## src/rtl/fetch_unit.sv

```systemverilog
// Instruction-fetch stage: owns the PC, issues byte reads to main memory
// and buffers returned bytes in a prefetch FIFO for decode.
module fetch_unit #(
  parameter int          FIFO_DEPTH = 4,
  parameter logic [15:0] RESET_PC   = 16'h0000
) (
  input  logic        clk,
  input  logic        rst_n,
  output logic [15:0] Addr,
  output logic        fetch_req,
  input  logic        bus_grant,
  input  logic [7:0]  MemDataOut,
  input  logic        jmp,
  input  logic [15:0] jmp_addr,
  output logic [7:0]  ir_data,
  output logic [15:0] ir_pc,
  output logic        ir_valid,
  input  logic        ir_ready
);

  localparam int AW = $clog2(FIFO_DEPTH);
  localparam int CW = AW + 1;
  localparam logic [CW-1:0] DEPTH_C = CW'(FIFO_DEPTH);

  logic [15:0]   pc;
  logic [15:0]   head_pc;
  logic [AW-1:0] rd_ptr;
  logic [AW-1:0] wr_ptr;
  logic [CW-1:0] count;
  logic          inflight;
  logic [7:0]    fifo_mem [FIFO_DEPTH];

  logic          push;
  logic          pop;
  logic [CW-1:0] credit;

  // An in-flight read already owns a slot; a same-cycle pop is not credited.
  assign credit    = count + CW'(inflight);
  assign fetch_req = rst_n & bus_grant & ~jmp & (credit < DEPTH_C);

  assign push = inflight & ~jmp;
  assign pop  = ir_valid & ir_ready & ~jmp;

  assign Addr     = pc;
  assign ir_valid = (count != '0);
  assign ir_data  = ir_valid ? fifo_mem[rd_ptr] : 8'h00;
  assign ir_pc    = head_pc;

  always_ff @(posedge clk or negedge rst_n) begin
    if (!rst_n) begin
      pc       <= RESET_PC;
      head_pc  <= RESET_PC;
      rd_ptr   <= '0;
      wr_ptr   <= '0;
      count    <= '0;
      inflight <= 1'b0;
    end else if (jmp) begin
      pc       <= jmp_addr;
      head_pc  <= jmp_addr;
      rd_ptr   <= '0;
      wr_ptr   <= '0;
      count    <= '0;
      inflight <= 1'b0;
    end else begin
      if (fetch_req) begin
        pc <= pc + 16'd1;
      end
      inflight <= fetch_req;
      if (push) begin
        wr_ptr <= wr_ptr + AW'(1);
      end
      if (pop) begin
        rd_ptr  <= rd_ptr + AW'(1);
        head_pc <= head_pc + 16'd1;
      end
      unique case (1'b1)
        push & ~pop: count <= count + CW'(1);
        pop & ~push: count <= count - CW'(1);
        default:     count <= count;
      endcase
    end
  end

  always_ff @(posedge clk) begin
    if (push) begin
      fifo_mem[wr_ptr] <= MemDataOut;
    end
  end

endmodule
```

## config.mk

```make
export PLATFORM = sky130hd
export DESIGN_NAME = fetch_unit
export DESIGN_NICKNAME = d
export VERILOG_FILES = /design/src/rtl/fetch_unit.sv
export SDC_FILE = /design/constraint.sdc
export NUM_CORES = 1
export LEC_CHECK = 0
export CAP_MARGIN = 20
export CORE_MARGIN = 3
export CORE_UTILIZATION = 43
export CTS_BUF_LIST = sky130_fd_sc_hd__clkbuf_16
export DETAILED_ROUTE_END_ITERATION = 10
export MAX_ROUTING_LAYER = met4
export PLACE_DENSITY = 0.73
export SETUP_SLACK_MARGIN = 0.1
export SYNTH_ARGS = -nofsm -noshare
export SYNTH_HDL_FRONTEND = slang
export SYNTH_SLANG_ARGS = --single-unit
export TNS_END_PERCENT = 1
```

## constraint.sdc

```tcl
create_clock -name clk -period 2.6 [get_ports clk]
set_input_delay 0.39 -clock clk [delete_from_list [all_inputs] [get_ports clk]]
set_output_delay 0.39 -clock clk [all_outputs]
set_load 0.03 [all_outputs]
```

# --- Yosys cells after proc, flatten, opt, wreduce, memory -nomap -nowiden ---
# Memories as Yosys holds them, arrays and structs flattened.
# Cells that the tools add are included.
op_classes:
  magnitude_cmp: 1
  muxes: 14
  n_eq_ne: 0
  div: 0
  shift: 0
  n_bitwise: 11
  add_sub_neg: 7
  multipliers: 0
  n_reduce_logical: 5
op_table:
  columns: ["operator", "n"]
  rows:
  - ["$mux W16", 4]
  - ["$add A16 B1 Y16 const B", 2]
  - ["$and A1 B1 Y1", 8]
  - ["$mux W2", 4]
  - ["$mux W8", 1]
  - ["$pmux W3 S2", 1]
  - ["$reduce_bool A2 Y1", 3]
  - ["$reduce_bool A3 Y1", 2]
  - ["$add A2 B1 Y2 const B", 2]
  - ["$add A3 B1 Y3", 1]
  - ["$add A3 B1 Y3 const B", 1]
  - ["$lt A3 B3 Y1 const B", 1]
  - ["$mux W1", 3]
  - ["$mux W3", 1]
  - ["$not A1 Y1", 3]
  - ["$sub A3 B1 Y3 const B", 1]
totals:
  word_cells: 45
  mem_count: 1
  romBits: 0
  ff_bits: 40
  mem_bits_rw: 32
  inputBits: 29
  latch_bits: 0
  out_inout_bits: 42
mem_list:
  columns: ["memory", "depth", "width", "read_ports", "rd_clocked_by_memory_dff", "wr", "line", "text"]
  rows:
  - ["fifo_mem", 4, 8, 1, 0, 1, "31", "logic [7:0] fifo_mem [FIFO_DEPTH];"]

# --- Longest topological paths before layout ---
# Gate-level depths: netlist (run 1).
depth:
  word_depth: 7
  mapped_depth: 7
  depth_no_buf: 6

# --- Least setup slack after synthesis (run 1) ---
# Ideal clock, no wire load.
synth_timing:
  path_type: "reg-to-output"
  startpoint: "reg inflight"
  endpoint: "out fetch_req"
  slack_ns: 0.501
  path_buffers: 2
  stages_incl_launch_ff: 6
  required_time_ns: 2.210
  arrival_ns: 1.709
  path_cell_list: "dfrtp_1 buf_2 nand3_1 xnor2_1 buf_2 nor3_1"
synth_via:
  elab_chain_len: 3
synth_rtl:
  columns: ["element", "line", "text"]
  rows:
  - ["from (decl)", "30", "logic inflight;"]
  - ["from (signal assigned)", "68", "inflight <= fetch_req;"]
  - ["$add A3 B1 Y3", "38", "assign credit = count + CW'(inflight);"]
  - ["$lt A3 B3 Y1", "39", "assign fetch_req = rst_n & bus_grant & ~jmp & (credit < DEPTH_C);"]
  - ["$and A1 B1 Y1", "39", null]
  - ["to (decl)", "10", "output logic fetch_req,"]
# Every way passes these cells.

# --- Worst setup path after layout (run 1) ---
layout_timing:
  startpoint: "reg rd_ptr[0]"
  endpoint: "out ir_data[3]"
layout_via:
  elab_chain_len: 2
layout_rtl:
  columns: ["element", "line", "text"]
  rows:
  - ["from (decl)", "27", "logic [AW-1:0] rd_ptr;"]
  - ["from (signal assigned)", "73", "rd_ptr <= rd_ptr + AW'(1);"]
  - ["$mem_v2 Z4 W8", null, null]
  - ["$mux W8", "46", "assign ir_data = ir_valid ? fifo_mem[rd_ptr] : 8'h00;"]
  - ["to (decl)", "15", "output logic [7:0] ir_data,"]
# Every way passes these cells.

==> metrics.md, run 1 <==
| Metric | Value |
|---|---|
| CP top delay family | `buffers and inverters` |
| Max VDD drop | `464 uV` |
| Relative slew slack | `43.3%` |
| CTS clk-pin slew, worst paths | `0.06 ns` |
| YS warnings | `0` |
| CP endpoint kind | `primary output` |
| DRC | `0` |
| Final Total Pwr | `0.00390 W` |
| First-pass GRT wire length | `15200 um` |
| Synth Flop Type | `dfrtp_1` |
| Worst hold path type | `in -> async` |
| Die height | `98.1 um` |
| Worst Tran Pin Value | `0.837 ns` |
| Syn_nets | `353` |
| Post-synth design cell area | `0.00365 sq mm` |
| Synth cell types | `45` |
| Crit Path Class | `reg -> out` |
| Fillers | `611` |
| Vias in the first global route | `2832` |
| Tot GR Track Use | `20.6%` |
| P&R area growth vs syn | `31.6%` |
| Total number of vias | `2909` |
| FMAX | `399 MHz` |
| Row count | `32` |
| Wire per inst | `18.6 um` |
| Crit-path max cell delay | `0.59 ns` |
| Slew Limit Fails | `0` |
| Area of the core | `0.00797 sq mm` |
| Share of cells above drive strength 1 | `10.8%` |
| Port Buffers | `70` |
| Critical path fanouts, max | `6` |
| Routed vias/inst | `5.79` |
| First-pass iteration count of the detailed router | `5` |
| PwrDens | `812 mW/mm^2` |
| Post-Place Cell Area | `0.00451 sq mm` |
| Ports | `71` |
| CP Data Arrival Time | `2.12 ns` |
| Area of the multi-input gates | `0.00158 sq mm` |
| Util after Layout | `60.2%` |
| Sequential Area | `0.00196 sq mm` |
| Most frequent cells in the layout | `66 x clkdlybuf4s50_1, 40 x dfrtp_1, 32 x edfxtp_1` |
| Max-Cap Viols | `0` |
| GR Overflow Total | `0` |
| Final period utilization | `96.4%` |
| Detail Placement HPWL | `6620 um` |
| Clock sink count | `72` |
| Clock skew | `0.00756 ns` |
| Worst-Skew Late Latency | `0.33 ns` |
| Final Hold Slack | `0.215 ns` |
| Final instance area | `0.00480 sq mm` |
| Final Hold Viols | `0` |
| Outcome | `finished, final reports clean` |
| CTS tree | `done` |
| Inserted Clock Buffers | `9` |
| Cell-by-cell trace of the critical path | `buf_4 -> mux4_2 -> nor2b_1 -> clkdlybuf4s50_1` |
| Final nets | `431` |
| Post-route ant nets | `0` |
| DRT iter0 DRCs | `210` |
| Avg Inst Size Synth | `11.5 sq um` |
| Critical path required time | `2.21 ns` |
| Setup TNS Final | `0 ns` |
| Final GP Congestion | `0.925` |
| Chip Width | `98.1 um` |
| Synth Register Bits | `72` |
| H-tree depth | `3` |
| Syn Inst Count | `317` |
| Max Root-Sink Buffers | `2` |
| Unrepaired setup endpoints after global routing | `true` |
| FFs w/ async S/R, synth | `55.6%` |
| Starting Density | `45.8%` |
| N_diodes | `0` |
| Setup crit start kind | `register` |
| Root Buffer Master | `clkbuf_16` |
| EDFF count, synth | `32` |
| Crit-path slowest cell | `clkdlybuf4s50_1` |
| Period minus WS final | `2.51 ns` |
| Pin count of the biggest net entering global routing | `41` |
| Final setup viols | `0` |
| Post-synthesis sequential area ratio | `53.8%` |
| Antenna violations before repair | `0` |
| Total length of routed wires | `9320 um` |
| Most common cell after layout, fill and taps aside | `clkdlybuf4s50_1` |
| DIE AREA | `0.00962 sq mm` |
| Critical path buffer and inverter count | `2` |
| Leak | `1.78 nW` |
## kinds of logic (layout without fill, tap and decap cells)
| logic type | Yosys count | in the layout | synth area share, % |
|---|---|---|---|
| simple gates | 127 | 127 | 18.8 |
| buf+inv | 26 | 109 | 2.92 |
| mux | 14 | 14 | 6.66 |
| fa+ha+maj | 7 | 7 | 2.61 |
| flops | 72 | 72 | 53.8 |
| compound gates | 55 | 55 | 11.4 |
| xor+xnor | 16 | 16 | 3.84 |
## worst reg2reg max path, stage by stage (launching register included)
cell and delay [ns]:
dfrtp_1 0.48, o31ai_1 0.44, buf_4 0.21, nor3_1 0.06, fa_1 0.39, nor3_1 0.23, o21ai_0 0.12, nor3b_1 0.14
## routing by layer
metal | track usage [%] | part of all wire, % | vias up
li1 | - | - | 1363
met1 | 29.5 | 42 | 1393
met2 | 30.5 | 48 | 137
met3 | 3.36 | 8.0 | 16
met4 | 5.86 | 1.6 | 0
met5 | - | 0 | -
## cell type report
cell class | instances | area share (%)
clock buffer | 9 | 4.69
clock inverter | 7 | 1.38
inverter | 11 | 0.860
multi-input combinational | 219 | 32.9
sequential | 72 | 40.9
tap | 102 | 2.66
timing repair buffer | 82 | 16.6
## stage by stage
stage,setup WS [ns],instances
2_1_floorplan,0.501,317
3_3_place_gp,0.331,486
3_5_place_dp,0.269,486
4_1_cts,0.0574,502
5_1_grt,0.0370,502
6_report,0.0926,502
## sequential cells by signal, summed over array words and instances (netlist names)
name	flops
fifo_mem	32
rd_ptr	2
count	3
Addr	16
ir_pc	16
wr_ptr	2
inflight	1
## power by group
part / internal [W] / total [W] / leakage [nW] / switching, W
clock: 0.000676 / 0.00121 / 0.146 / 0.000529
sequential: 0.00128 / 0.00141 / 0.758 / 0.000135
combinational: 0.000558 / 0.00128 / 0.880 / 0.000719
## timing repair
action                                  in CTS  in global routing
gates resized for setup                      1                  1
hold buffers                                 0                  0
endpoints found under the setup margin       3                  4
buffers inserted                             0                  0
## cells in the mapped netlist, types with 9 or more instances
cell type,number,area share [%]
nor2_1,22,2.3
nand3_1,13,1.8
nor3_1,10,1.4
a31oi_1,9,1.5
nor2b_1,15,2.6
o31a_1,9,2.2
edfxtp_1,32,26
inv_1,11,1.1
dfrtp_1,40,27
nand2_1,17,1.7
xnor2_1,10,2.4
## path summary, 6_finish.rpt
kind                         endpoint  slack (ns)  cells after the start      start
max                        ir_data[3]        0.09                      4  rd_ptr[0]
min                          Addr[15]        0.22                      2      rst_n
max reg2reg                  count[2]        0.42                      7   count[1]
min reg2reg                 wr_ptr[1]        0.60                      2  wr_ptr[1]
max in group asynchronous   ir_pc[14]        2.02                      2      rst_n
min in group clk             inflight        0.57                      3      rst_n
Power figures use the tool's default switching activity.
==> inputs of run 2 (changes only) <==
--- a/config.mk
+++ b/config.mk
@@ -5,13 +5,15 @@
 export SDC_FILE = /design/constraint.sdc
 export NUM_CORES = 1
 export LEC_CHECK = 0
-export CAP_MARGIN = 20
+export CAP_MARGIN = 0
+export CELL_PAD_IN_SITES_DETAIL_PLACEMENT = 0
+export CELL_PAD_IN_SITES_GLOBAL_PLACEMENT = 1
 export CORE_MARGIN = 3
-export CORE_UTILIZATION = 43
+export CORE_UTILIZATION = 41
 export CTS_BUF_LIST = sky130_fd_sc_hd__clkbuf_16
 export DETAILED_ROUTE_END_ITERATION = 10
 export MAX_ROUTING_LAYER = met4
-export PLACE_DENSITY = 0.73
+export PLACE_DENSITY = 0.85
 export SETUP_SLACK_MARGIN = 0.1
 export SYNTH_ARGS = -nofsm -noshare
 export SYNTH_HDL_FRONTEND = slang
==> metrics.md, run 2 (synthesis gave the netlist of run 1 again) <==
| Metric | Value |
|---|---|
| Outcome | `finished, final reports clean` |
| Inserted Clock Buffers | `9` |
| Leak | `1.88 nW` |
| RR Startpoint | `count[1]` |
| Root Buffer Master | `clkbuf_16` |
| Most common cell after layout, fill and taps aside | `clkdlybuf4s50_1` |
| Slew Limit Fails | `0` |
| Max-Cap Viols | `0` |
| Setup crit start kind | `register` |
| Period minus WS final | `2.32 ns` |
| P&R area growth vs syn | `32.4%` |
| Total number of vias | `2884` |
| Detail Placement HPWL | `6830 um` |
| Clock sink count | `72` |
| CP endpoint kind | `primary output` |
| Critical path required time | `2.21 ns` |
| DRT iter0 DRCs | `162` |
| Routed vias/inst | `5.70` |
| Sw frac | `35.4%` |
| H-tree depth | `3` |
| First-pass GRT wire length | `15000 um` |
| Tot GR Track Use | `19.8%` |
| Total length of routed wires | `9350 um` |
| Area of the multi-input gates | `0.00159 sq mm` |
| Reg-to-reg endpoint | `count[2]` |
| Gate power share | `33.1%` |
| Worst hold path type | `in -> async` |
| Share of power burned in the clock network | `30.7%` |
| Row count | `33` |
| Die height | `100 um` |
| Top reg by flops | `fifo_mem` |
| Final GP Congestion | `0.872` |
| CTS clk-pin slew, worst paths | `0.06 ns` |
| Max reg flops | `32` |
| CTS tree | `done` |
| Total net switching power | `0.00136 W` |
| Clock skew | `0.00655 ns` |
| Final setup viols | `0` |
| Worst Tran Pin Value | `0.840 ns` |
| CP endpoint | `ir_data[3]` |
| R2R cell count | `7` |
| PwrDens | `797 mW/mm^2` |
| Max Root-Sink Buffers | `2` |
| Wire per inst | `18.5 um` |
| Final period utilization | `89.3%` |
| GR Overflow Total | `0` |
| Area of the core | `0.00842 sq mm` |
| Max VDD drop | `462 uV` |
| Post-route ant nets | `0` |
| Util after Layout | `57.3%` |
| Starting Density | `43.3%` |
| First-pass iteration count of the detailed router | `5` |
| Final nets | `432` |
| Port Buffers | `70` |
| Setup Buffers After CTS | `0` |
| FMAX | `431 MHz` |
| Ports | `71` |
| Power Internal | `0.00249 W` |
| Fillers | `715` |
| Worst reg2reg setup slack | `0.30 ns` |
| Most frequent cells in the layout | `60 x clkdlybuf4s50_1, 40 x dfrtp_1, 32 x edfxtp_1` |
| Chip Width | `100 um` |
| Worst-Skew Late Latency | `0.33 ns` |
| Final Hold Viols | `0` |
| Relative slew slack | `43.1%` |
| DIE AREA | `0.0101 sq mm` |
| Sequential Area | `0.00196 sq mm` |
| Worst Setup SP | `rd_ptr[0]` |
| Vias in the first global route | `2833` |
| Pin count of the biggest net entering global routing | `42` |
| Setup TNS Final | `0 ns` |
| Critical path fanouts, max | `10` |
| Antenna violations before repair | `0` |
| CP Data Arrival Time | `1.93 ns` |
| Unrepaired setup endpoints after global routing | `false` |
| Crit Path Class | `reg -> out` |
| Hold_buf cts | `0` |
| Reg power frac | `36.2%` |
| DRC | `0` |
| Share of cells above drive strength 1 | `11.5%` |
| N_diodes | `0` |
## run 2: cell count changes in the layout (fill, tap and decap cells not counted), sizes merged
cell           change
dlymetal6s2s       +6
clkinv             +1
clkdlybuf4s50      -6
clkinvlp           +2
buf                +1
inv                -3
## run 2: how the worst min path moves through the flow
stage | from | endpoint | slack (ns)
global placement | rst_n | Addr[4] | 0.51
finish | rst_n | Addr[14] | 0.15
floorplan | rst_n | Addr[0] | 0.09
detailed placement | rst_n | Addr[5] | 0.52
CTS | rst_n | Addr[14] | 0.17
global route | rst_n | Addr[5] | 0.21
## run 2: power groups by stage
stage,Combinational (W),Sequential (W),Clock [W]
6_report,0.00127,0.00139,0.00118
5_1_grt,0.00137,0.00141,0.00123
4_1_cts,0.00128,0.00139,0.00119
3_5_place_dp,0.00128,0.00141,0
3_3_place_gp,0.00126,0.00141,0
2_1_floorplan,0.000675,0.00150,0
## run 2: worst max-delay path: stages, from the launching register on
cell           delay (ns)
dfrtp_1              0.32
buf_4                0.22
mux4_2               0.53
nor2b_1              0.15
dlygate4sd2_1        0.39
## run 2: layout make-up
cell class,instances,share of cell area [%]
Tap cell,105,2.72
Sequential cell,72,40.6
Multi-Input combinational cell,219,32.9
Clock buffer,9,4.66
Clock inverter,7,1.27
Inverter,11,0.855
Timing Repair Buffer,83,17.0
## run 2: repair_timing
| item | CTS | global route |
|---|---|---|
| setup endpoints to repair | 9 | 8 |
| gates cloned | 0 | 0 |
| gates resized for setup | 2 | 8 |
## run 2: layer usage
metal	vias up	track usage, %	wire length, um
li1	1363	-	-
met1	1415	28.5	4370
met2	99	28.9	4400
met3	7	2.99	494
met4	0	6.22	94
met5	-	-	0
## run 2: stage by stage
step | total power [W] | cell area, sq um | hold slack, ns | worst slack (ns) | std cells
floorplan | 0.00218 | 3650 | 0.0944 | 0.501 | 317
global placement | 0.00267 | 4520 | 0.511 | 0.258 | 490
detailed placement | 0.00269 | 4520 | 0.522 | 0.167 | 490
CTS | 0.00387 | 4810 | 0.171 | 0.0284 | 506
global route | 0.00401 | 4830 | 0.208 | 0.114 | 506
finish | 0.00385 | 4830 | 0.155 | 0.277 | 506
